===== src/rtl/register_right_driver_if.sv =====
// register_right_driver_if
//   Bundles the request/completion handshake and data lines between the
//   clocked driver and the asynchronous shift-right register.
//   Signals:
//     saveReq  - load request (driver -> register)
//     saveFin  - load completion, asynchronous (register -> driver)
//     rightReq - shift request (driver -> register)
//     rightFin - shift completion, asynchronous (register -> driver)
//     dataOut  - value presented to the register's in port (driver -> register)
//     regOut   - register contents, stable while fin is high (register -> driver)
//   Modports: master = clocked driver, slave = asynchronous register.
interface register_right_driver_if #(
  parameter int Width = 32
) ();
  logic             saveReq;
  logic             saveFin;
  logic             rightReq;
  logic             rightFin;
  logic [Width-1:0] dataOut;
  logic [Width-1:0] regOut;

  modport master (
    output saveReq, rightReq, dataOut,
    input  saveFin, rightFin, regOut
  );

  modport slave (
    input  saveReq, rightReq, dataOut,
    output saveFin, rightFin, regOut
  );
endinterface


===== src/rtl/register_right_driver.sv =====
// register_right_driver
//   Synchronous initiator for the asynchronous shift-right register. On an
//   accepted start it loads loadValue into the register, issues
//   min(shiftCount, Width) right shifts, captures the register output and
//   pulses done. A fin that fails to arrive within TimeoutCycles aborts the
//   command and sets the sticky timeoutErr.
//   Ports:
//     clk, rst    - clock, synchronous active-high reset
//     start       - command strobe, honoured only when idle
//     loadValue   - value to load
//     shiftCount  - number of right shifts (saturates at Width)
//     busy        - command in progress
//     done        - one-cycle pulse, result valid
//     timeoutErr  - sticky handshake timeout flag
//     result      - captured register output
//     regBus      - handshake/data bundle towards the register (master side)
module register_right_driver #(
  parameter int Width         = 32,
  parameter int CntWidth      = 6,
  parameter int SyncStages    = 2,
  parameter int SettleCycles  = 2,
  parameter int TimeoutCycles = 255
) (
  input  logic                clk,
  input  logic                rst,
  input  logic                start,
  input  logic [Width-1:0]    loadValue,
  input  logic [CntWidth-1:0] shiftCount,
  output logic                busy,
  output logic                done,
  output logic                timeoutErr,
  output logic [Width-1:0]    result,
  register_right_driver_if.master regBus
);

  localparam int SettleW = (SettleCycles > 1) ? $clog2(SettleCycles) : 1;
  localparam int WaitW   = $clog2(TimeoutCycles + 1);

  localparam logic [SettleW-1:0]  SettleLast  = SettleW'(SettleCycles - 1);
  localparam logic [WaitW-1:0]    TimeoutLast = WaitW'(TimeoutCycles - 1);
  localparam logic [WaitW-1:0]    FlushCycles = WaitW'(SyncStages);
  localparam logic [CntWidth-1:0] MaxShifts   = CntWidth'(Width);

  typedef enum logic [3:0] {
    IDLE       = 4'd0,
    SAVE_REQ   = 4'd1,
    SAVE_WAIT  = 4'd2,
    SAVE_REL   = 4'd3,
    SHIFT_REQ  = 4'd4,
    SHIFT_WAIT = 4'd5,
    SHIFT_REL  = 4'd6,
    CAPTURE    = 4'd7,
    DONE       = 4'd8,
    ERROR      = 4'd9
  } state_t;

  state_t                state_r;
  logic [SyncStages-1:0] saveSync_r;
  logic [SyncStages-1:0] rightSync_r;
  logic [SettleW-1:0]    settleCnt_r;
  logic [WaitW-1:0]      waitCnt_r;
  logic                  relCnt_r;
  logic [CntWidth-1:0]   remaining_r;
  logic                  saveReq_r;
  logic                  rightReq_r;
  logic [Width-1:0]      dataOut_r;
  logic [CntWidth-1:0]   cmdShifts_s;
  logic                  waitFin_s;

  assign regBus.saveReq  = saveReq_r;
  assign regBus.rightReq = rightReq_r;
  assign regBus.dataOut  = dataOut_r;

  // Bring the asynchronous fin levels into the clk domain.
  always_ff @(posedge clk) begin
    if (rst) begin
      saveSync_r  <= {SyncStages{1'b0}};
      rightSync_r <= {SyncStages{1'b0}};
    end else begin
      saveSync_r  <= {saveSync_r[SyncStages-2:0], regBus.saveFin};
      rightSync_r <= {rightSync_r[SyncStages-2:0], regBus.rightFin};
    end
  end

  // Saturate the requested shift count at the data width.
  always_comb begin
    cmdShifts_s = shiftCount;
    if (shiftCount > MaxShifts) begin
      cmdShifts_s = MaxShifts;
    end else begin
      cmdShifts_s = shiftCount;
    end
  end

  // Pick the synchronized fin belonging to the operation being waited on.
  always_comb begin
    waitFin_s = 1'b0;
    if (state_r == SAVE_WAIT) begin
      waitFin_s = saveSync_r[SyncStages-1];
    end else begin
      waitFin_s = rightSync_r[SyncStages-1];
    end
  end

  // Command sequencer: load, shift loop, capture and handshake timeout.
  // Every output is assigned here so all of them come straight from flops.
  always_ff @(posedge clk) begin
    if (rst) begin
      state_r     <= IDLE;
      settleCnt_r <= {SettleW{1'b0}};
      waitCnt_r   <= {WaitW{1'b0}};
      relCnt_r    <= 1'b0;
      remaining_r <= {CntWidth{1'b0}};
      saveReq_r   <= 1'b0;
      rightReq_r  <= 1'b0;
      dataOut_r   <= {Width{1'b0}};
      busy        <= 1'b0;
      done        <= 1'b0;
      timeoutErr  <= 1'b0;
      result      <= {Width{1'b0}};
    end else begin
      case (state_r)
        IDLE: begin
          if (start) begin
            dataOut_r   <= loadValue;
            remaining_r <= cmdShifts_s;
            timeoutErr  <= 1'b0;
            busy        <= 1'b1;
            saveReq_r   <= 1'b1;
            settleCnt_r <= {SettleW{1'b0}};
            state_r     <= SAVE_REQ;
          end
        end

        SAVE_REQ, SHIFT_REQ: begin
          // fin briefly drops after a req rise; hold off looking at it
          // until the settle window has passed.
          if (settleCnt_r == SettleLast) begin
            settleCnt_r <= {SettleW{1'b0}};
            waitCnt_r   <= {WaitW{1'b0}};
            state_r     <= (state_r == SAVE_REQ) ? SAVE_WAIT : SHIFT_WAIT;
          end else begin
            settleCnt_r <= settleCnt_r + 1'b1;
          end
        end

        SAVE_WAIT, SHIFT_WAIT: begin
          // The synchronizer still carries samples from the masked window
          // for SyncStages cycles; only trust sfin once those have drained.
          if (waitFin_s && (waitCnt_r >= FlushCycles)) begin
            saveReq_r  <= 1'b0;
            rightReq_r <= 1'b0;
            relCnt_r   <= 1'b0;
            state_r    <= (state_r == SAVE_WAIT) ? SAVE_REL : SHIFT_REL;
          end else if (waitCnt_r == TimeoutLast) begin
            saveReq_r  <= 1'b0;
            rightReq_r <= 1'b0;
            busy       <= 1'b0;
            timeoutErr <= 1'b1;
            state_r    <= ERROR;
          end else begin
            waitCnt_r <= waitCnt_r + 1'b1;
          end
        end

        SAVE_REL: begin
          // Two low cycles guarantee a distinct next rising edge.
          if (relCnt_r) begin
            if (remaining_r == {CntWidth{1'b0}}) begin
              state_r <= CAPTURE;
            end else begin
              rightReq_r  <= 1'b1;
              settleCnt_r <= {SettleW{1'b0}};
              state_r     <= SHIFT_REQ;
            end
          end else begin
            relCnt_r <= 1'b1;
          end
        end

        SHIFT_REL: begin
          if (relCnt_r) begin
            remaining_r <= remaining_r - 1'b1;
            if (remaining_r == {{(CntWidth-1){1'b0}}, 1'b1}) begin
              state_r <= CAPTURE;
            end else begin
              rightReq_r  <= 1'b1;
              settleCnt_r <= {SettleW{1'b0}};
              state_r     <= SHIFT_REQ;
            end
          end else begin
            relCnt_r <= 1'b1;
          end
        end

        CAPTURE: begin
          // regOut has been quiet for several cycles since the last fin.
          result  <= regBus.regOut;
          done    <= 1'b1;
          busy    <= 1'b0;
          state_r <= DONE;
        end

        DONE: begin
          done    <= 1'b0;
          state_r <= IDLE;
        end

        ERROR: begin
          state_r <= IDLE;
        end

        default: begin
          saveReq_r  <= 1'b0;
          rightReq_r <= 1'b0;
          busy       <= 1'b0;
          done       <= 1'b0;
          state_r    <= IDLE;
        end
      endcase
    end
  end

endmodule


===== src/flat_wrapper.sv =====
// flat-port wrapper written by rule: the top's interface ports become plain ports
module register_right_driver_flat 
#(
  parameter int Width         = 32,
  parameter int CntWidth      = 6,
  parameter int SyncStages    = 2,
  parameter int SettleCycles  = 2,
  parameter int TimeoutCycles = 255
)
  (clk, rst, start, loadValue, shiftCount, busy, done, timeoutErr, result, regBus_saveReq, regBus_rightReq, regBus_dataOut, regBus_saveFin, regBus_rightFin, regBus_regOut);
  register_right_driver_if #(.Width(Width)) regBus_i ();
  input  logic clk;
  input  logic rst;
  input  logic start;
  input  logic [Width-1:0] loadValue;
  input  logic [CntWidth-1:0] shiftCount;
  output logic busy;
  output logic done;
  output logic timeoutErr;
  output logic [Width-1:0] result;
  output wire logic [$bits(regBus_i.saveReq)-1:0] regBus_saveReq;
  output wire logic [$bits(regBus_i.rightReq)-1:0] regBus_rightReq;
  output wire logic [$bits(regBus_i.dataOut)-1:0] regBus_dataOut;
  input wire logic [$bits(regBus_i.saveFin)-1:0] regBus_saveFin;
  input wire logic [$bits(regBus_i.rightFin)-1:0] regBus_rightFin;
  input wire logic [$bits(regBus_i.regOut)-1:0] regBus_regOut;
  assign regBus_saveReq = regBus_i.saveReq;
  assign regBus_rightReq = regBus_i.rightReq;
  assign regBus_dataOut = regBus_i.dataOut;
  assign regBus_i.saveFin = regBus_saveFin;
  assign regBus_i.rightFin = regBus_rightFin;
  assign regBus_i.regOut = regBus_regOut;
  register_right_driver #(.Width(Width), .CntWidth(CntWidth), .SyncStages(SyncStages), .SettleCycles(SettleCycles), .TimeoutCycles(TimeoutCycles)) u_core (.clk(clk), .rst(rst), .start(start), .loadValue(loadValue), .shiftCount(shiftCount), .busy(busy), .done(done), .timeoutErr(timeoutErr), .result(result), .regBus(regBus_i));
endmodule

===== config.mk =====
export PLATFORM = sky130hd
export DESIGN_NAME = register_right_driver_flat
export DESIGN_NICKNAME = d
export VERILOG_FILES = /design/src/rtl/register_right_driver_if.sv /design/src/rtl/register_right_driver.sv /design/src/flat_wrapper.sv
export SDC_FILE = /design/constraint.sdc
export NUM_CORES = 1
export LEC_CHECK = 0
export ABC_CLOCK_PERIOD_IN_PS = 2950
export BUFFER_PORTS_ARGS = -buffer_cell sky130_fd_sc_hd__buf_2
export CORE_MARGIN = 5
export CORE_UTILIZATION = 40
export DETAILED_ROUTE_END_ITERATION = 7
export GPL_ROUTABILITY_DRIVEN = 0
export HOLD_SLACK_MARGIN = 0.15
export PLACE_DENSITY = 0.71
export SETUP_SLACK_MARGIN = 0.4
export SLEW_MARGIN = 20
export SYNTH_ARGS = -nofsm -noshare
export SYNTH_HDL_FRONTEND = slang
export SYNTH_SLANG_ARGS = --single-unit

===== constraint.sdc =====
create_clock -name clk -period 2.95 [get_ports clk]
set_input_delay 0.4425 -clock clk [delete_from_list [all_inputs] [get_ports clk]]
set_output_delay 0.4425 -clock clk [all_outputs]
set_load 0.03 [all_outputs]

# Word-level counts from Yosys, hierarchy flattened
# Index checks and enable logic that the tools add are counted.
# classes
n_addsub	3
muxes	44
n_shift	0
order_cmp	2
bitwise_logic	3
eq_ne	22
multipliers	0
n_reduce_logical	25
n_div	0
# ops
operator	n
4-bit 2-to-1 mux	6
8-bit 2-to-1 mux	3
4-bit case mux with 6 select lines	1
1-bit 2-to-1 mux	18
6-bit 2-to-1 mux	3
4-bit by 3-bit == test with 1-bit output (second input constant)	4
8-bit case mux with 2 select lines	1
6-bit case mux with 2 select lines	1
4-bit AND reduction	3
6-bit AND reduction	2
6-bit OR reduction	2
2-bit by 1-bit inequality test with 1-bit output (second input constant)	5
2-bit inequality test (second input constant)	5
8-bit by 1-bit adder with 8-bit output (second input constant)	1
4-bit by 2-bit == test with 1-bit output (second input constant)	2
4-bit == test (second input constant)	2
8-bit == test (second input constant)	1
8-bit by 2-bit >= comparator with 1-bit output (second input constant)	1
1-bit case mux with 4 select lines	2
2-bit nonzero test	4
8-bit OR reduction	1
7-bit OR reduction	1
6-bit by 1-bit == test with 1-bit output (second input constant)	1
6-bit greater-than comparator (second input constant)	1
other kinds (17)	28
# word_totals
rom_bits	0
out_inout_bits	69
ramBits	0
memories	0
latch_bits	0
reg_bits	93
input_bits	75

# Logic depth before layout (Yosys ltp)
# logic_depth
word_depth	5
ltp_mapped	8
mapped_depth_nobuf	7

# Worst setup path after synthesis
# No wires, ideal clock.
# synth_path
path_type	flip-flop to flip-flop
start	register u_core.waitCnt_r[0]
end	register u_core.waitCnt_r[6]
setup_ns	0.070
slack_ns	0.906
period_less_slack_ns	2.044
required_ns	2.880
arrival_time_ns	1.974
path_stages_with_launch	9
cell_sequence	dfxtp_1 inv_1 ha_1 or4_4 nor2_4 nor3_2 buf_6 or4_1 a21oi_1
# synth_between
elab_chain_len	4
# synth_lines
element	line	text
start: declaration	register_right_driver.sv:61	logic [WaitW-1:0] waitCnt_r;
start signal: assignment	register_right_driver.sv:111	waitCnt_r <= {WaitW{1'b0}};
start signal: assignment	register_right_driver.sv:140	waitCnt_r <= {WaitW{1'b0}};
start signal: assignment	register_right_driver.sv:162	waitCnt_r <= waitCnt_r + 1'b1;
8-bit by 1-bit adder with 8-bit output / 8-bit by 2-bit >= comparator with 1-bit output (equally long branches)	register_right_driver.sv:162, register_right_driver.sv:150	
8-bit 2-to-1 mux / 1-bit logical AND (equally long branches)	register_right_driver.sv:155, register_right_driver.sv:150	
8-bit 2-to-1 mux / 2-bit inequality test (equally long branches)	--	
8-bit case mux with 2 select lines / 4-bit AND reduction (equally long branches)	--	
# Several ways; a longest one is shown, not always the timed one. The select of a mux whose other input is x is not followed.
# A chain may end at the register's enable or synchronous reset.

# Worst setup path in the final report
# layout_path
start	register u_core.state_r[2]
end	register u_core.waitCnt_r[4]
# layout_between
elab_chain_len	5
# layout_lines
element	line	text
start: declaration	register_right_driver.sv:57	state_t state_r;
start signal: assignment	register_right_driver.sv:141	state_r <= (state_r == SAVE_REQ) ? SAVE_WAIT : SHIFT_WAIT;
start signal: assignment	register_right_driver.sv:154	state_r <= (state_r == SAVE_WAIT) ? SAVE_REL : SHIFT_REL;
4-bit by 2-bit == test with 1-bit output	register_right_driver.sv:98, register_right_driver.sv:122	
1-bit 2-to-1 mux	register_right_driver.sv:98	if (state_r == SAVE_WAIT) begin
1-bit logical AND	register_right_driver.sv:150	if (waitFin_s && (waitCnt_r >= FlushCycles)) begin
2-bit inequality test (no line)	--	
4-bit AND reduction (no line)	--	
# Several ways; a longest one is shown, not always the timed one.

==> reports/qor.csv <==
metric,value,unit
arrival,2600,ps
critPathSlowestCell,dfxtp_1,
dr.pass1.iters,4,
globalRouteTotalUtil,17.6,%
wl_per_cell,13.8,µm
antenna_found_initial,0,
synth_edf_count,0,
syn_nets,566,
peakVddDrop,0.000434,V
route.final.wire_length,10400,µm
drc_errors,0,
period_share,78.5,%
die_w,109,µm
clock-root-buffer,clkbuf_8,
dpl.hpwl,7660,µm
syn_area,0.00393,mm²
holdCritPathClass,input port to flip-flop,
numCtsBuffers,9,
setup_viol,0,
ys_seq_elements,93,
die_h,109,µm
yosysTopAreaCellShare,47.3,%
layout-drive-gt1-share,29.2,%
drt-initial-drc-count,177,
insertion_delay,350,ps
nNetsFinal,694,
tightestPinTransition,799,ps
synth.most_common_cell,nand2_1,
ctsHoldBuffers,0,
cp_cell_sequence,nor4b_4 -> mux2i_1 -> nor3_2 -> or4_1 -> a21oi_1,
critPathMaxStageDelay,550,ps
design_area,0.00493,mm²
maxSlewHeadroom,45.4,%
num_rows,36,
core,0.00968,mm²
hold_viol,0,
worst-path-buf-inv,0,
nFillCells,929,
power_leakage,2.09,nW
p_per_area,701,mW/mm²
synthTopCellsByArea,"dfxtp_1 (47%), nand2_1 (13%), a21oi_1 (11%), clkbuf_1 (2.3%), nand2b_1 (1.4%)",
h-tree-depth,3,
post_cts_resized,0,
outcome,completed,
ctsLongestPathBuffers,2,
finalSetupTns,0,ps
cp-start-kind,flip-flop,
end_kind,flip-flop,
postCtsSetupBuffers,0,
grt_remaining_overflow,0,
start_util,40.6,%
synth_area_per_cell,8.07,µm²
finalPower,3.45,mW
cap_violations,0,
clk_pin_slew,90,ps
grt_pass1_wl,16900,µm
grt_max_degree,43,
synth_seq_area_share,47.3,%
pin_count,144,
slew_viol_final,0,
synthDistinctLibCells,59,
fin_skew,7.03,ps
cp_max_fo,22,
dr_total_vias,3778,
rsz0062_at_grt,no,
finalCoreUtilization,50.9,%
syn_inst,487,
fin_crit,2320,ps
placed_area,0.00471,mm²
cts_tree,built,
ant_nets,0,
fin_cells,753,
synth_ff_type,dfxtp_1,
n_antenna_cell,0,
clkSinkCount,93,
required,3240,ps
cp_top_family,simple AND/OR/NAND/NOR gates,
io_buffer_count,143,
dp.cells,737,
synth_top_area_cell,dfxtp_1,
vias_per_cell,5.02,
syn_to_final_growth,25.3,%
dieArea,0.0119,mm²
yosys_warnings,0,
worst-setup-path-type,flip-flop to flip-flop,
synth_commonest_cells,"nand2_1 (141), dfxtp_1 (93), a21oi_1 (86)",
timing.fmax,432,MHz
first_global_vias,3733,
ys_async_sr_fraction,0,%
==> stage by stage <==
| stage | hold WS, ps | setup WS [ps] |
|---|---|---|
| after CTS | 294 | 565 |
| after detailed placement | 424 | 595 |
| final | 316 | 635 |
| after global routing | 288 | 415 |
| after global placement | 423 | 737 |
| after floorplan | 414 | 906 |
==> kinds of logic after synthesis <==
group / synth area share [%]
AO/OA/AOI/OAI: 20.5
XOR/XNOR: 0.223
adder cells (fa/ha/maj): 1.27
buffers and inverters: 4.84
flip-flops: 47.3
multiplexers: 1.30
AND/OR/NAND/NOR: 24.5
==> per-layer routing <==
| metal | routed length, µm | track usage (%) |
|---|---|---|
| met4 | 238 | 6.94 |
| met5 | 0 | 0 |
| met1 | 4350 | 20.3 |
| met3 | 937 | 7.70 |
| met2 | 4910 | 28.6 |
==> flip-flops by register name, indices dropped and copies added, names as in the netlist, 2 cells and up <==
signal	flops
u_core.regBus.dataOut	32
u_core.remaining_r	6
u_core.result	32
u_core.rightSync_r	2
u_core.saveSync_r	2
u_core.state_r	4
u_core.waitCnt_r	8
==> final timing paths <==
kind,startpoint,to,slack (ps),cells past startpoint
max reg2reg,u_core.state_r[2]$_SDFFE_PP0P_,u_core.waitCnt_r[4]$_SDFFE_PP0P_,630,5
min reg2reg,u_core.saveSync_r[0]$_SDFF_PP0_,u_core.saveSync_r[1]$_SDFF_PP0_,440,1
max,u_core.state_r[2]$_SDFFE_PP0P_,u_core.waitCnt_r[4]$_SDFFE_PP0P_,630,5
min,regBus_regOut[12],u_core.result[12]$_SDFFE_PP0P_,320,3
==> cell usage in the layout (no fill, tap or decap), types with 3 or more instances in the layout <==
| cell | Yosys | routed |
|---|---|---|
| buf_4 | 1 | 7 |
| nor3_1 | 6 | 6 |
| dfxtp_1 | 93 | 92 |
| clkbuf_8 | 0 | 9 |
| or4_1 | 3 | 3 |
| nand3_1 | 6 | 6 |
| ha_1 | 4 | 4 |
| nand4_1 | 4 | 4 |
| o21ai_0 | 10 | 10 |
| inv_1 | 9 | 9 |
| a211oi_1 | 4 | 4 |
| or3_1 | 3 | 3 |
| o31ai_1 | 4 | 4 |
| mux2i_1 | 4 | 4 |
| nand2b_1 | 9 | 9 |
| buf_2 | 5 | 143 |
| a31oi_1 | 3 | 3 |
| nor2b_1 | 6 | 6 |
| nor2_1 | 12 | 12 |
| nand2_1 | 141 | 141 |
| a21oi_1 | 86 | 86 |
==> report_power, final <==
group / internal (mW) / leakage [nW] / switching [mW]
combinational: 0.347 / 1.23 / 0.653
sequential: 1.39 / 0.757 / 0.131
clock: 0.483 / 0.105 / 0.448
==> worst min-delay path: cells and delay by family <==
| kind | cells | cell delay [ps] |
|---|---|---|
| AO/OA/AOI/OAI | 1 | 50 |
| buffers and inverters | 1 | 90 |
| AND/OR/NAND/NOR | 1 | 40 |
==> area by class of cell <==
type / count / area, µm² / area share (%)
clock buffer: 11 / 131 / 2.67
clock inverter: 5 / 83.8 / 1.70
inverter: 9 / 33.8 / 0.686
multi-input combinational: 352 / 1880 / 38.2
sequential: 93 / 1860 / 37.8
tap: 133 / 166 / 3.38
timing repair buffer: 150 / 768 / 15.6
No activity file was read; power rests on OpenSTA's default activity.
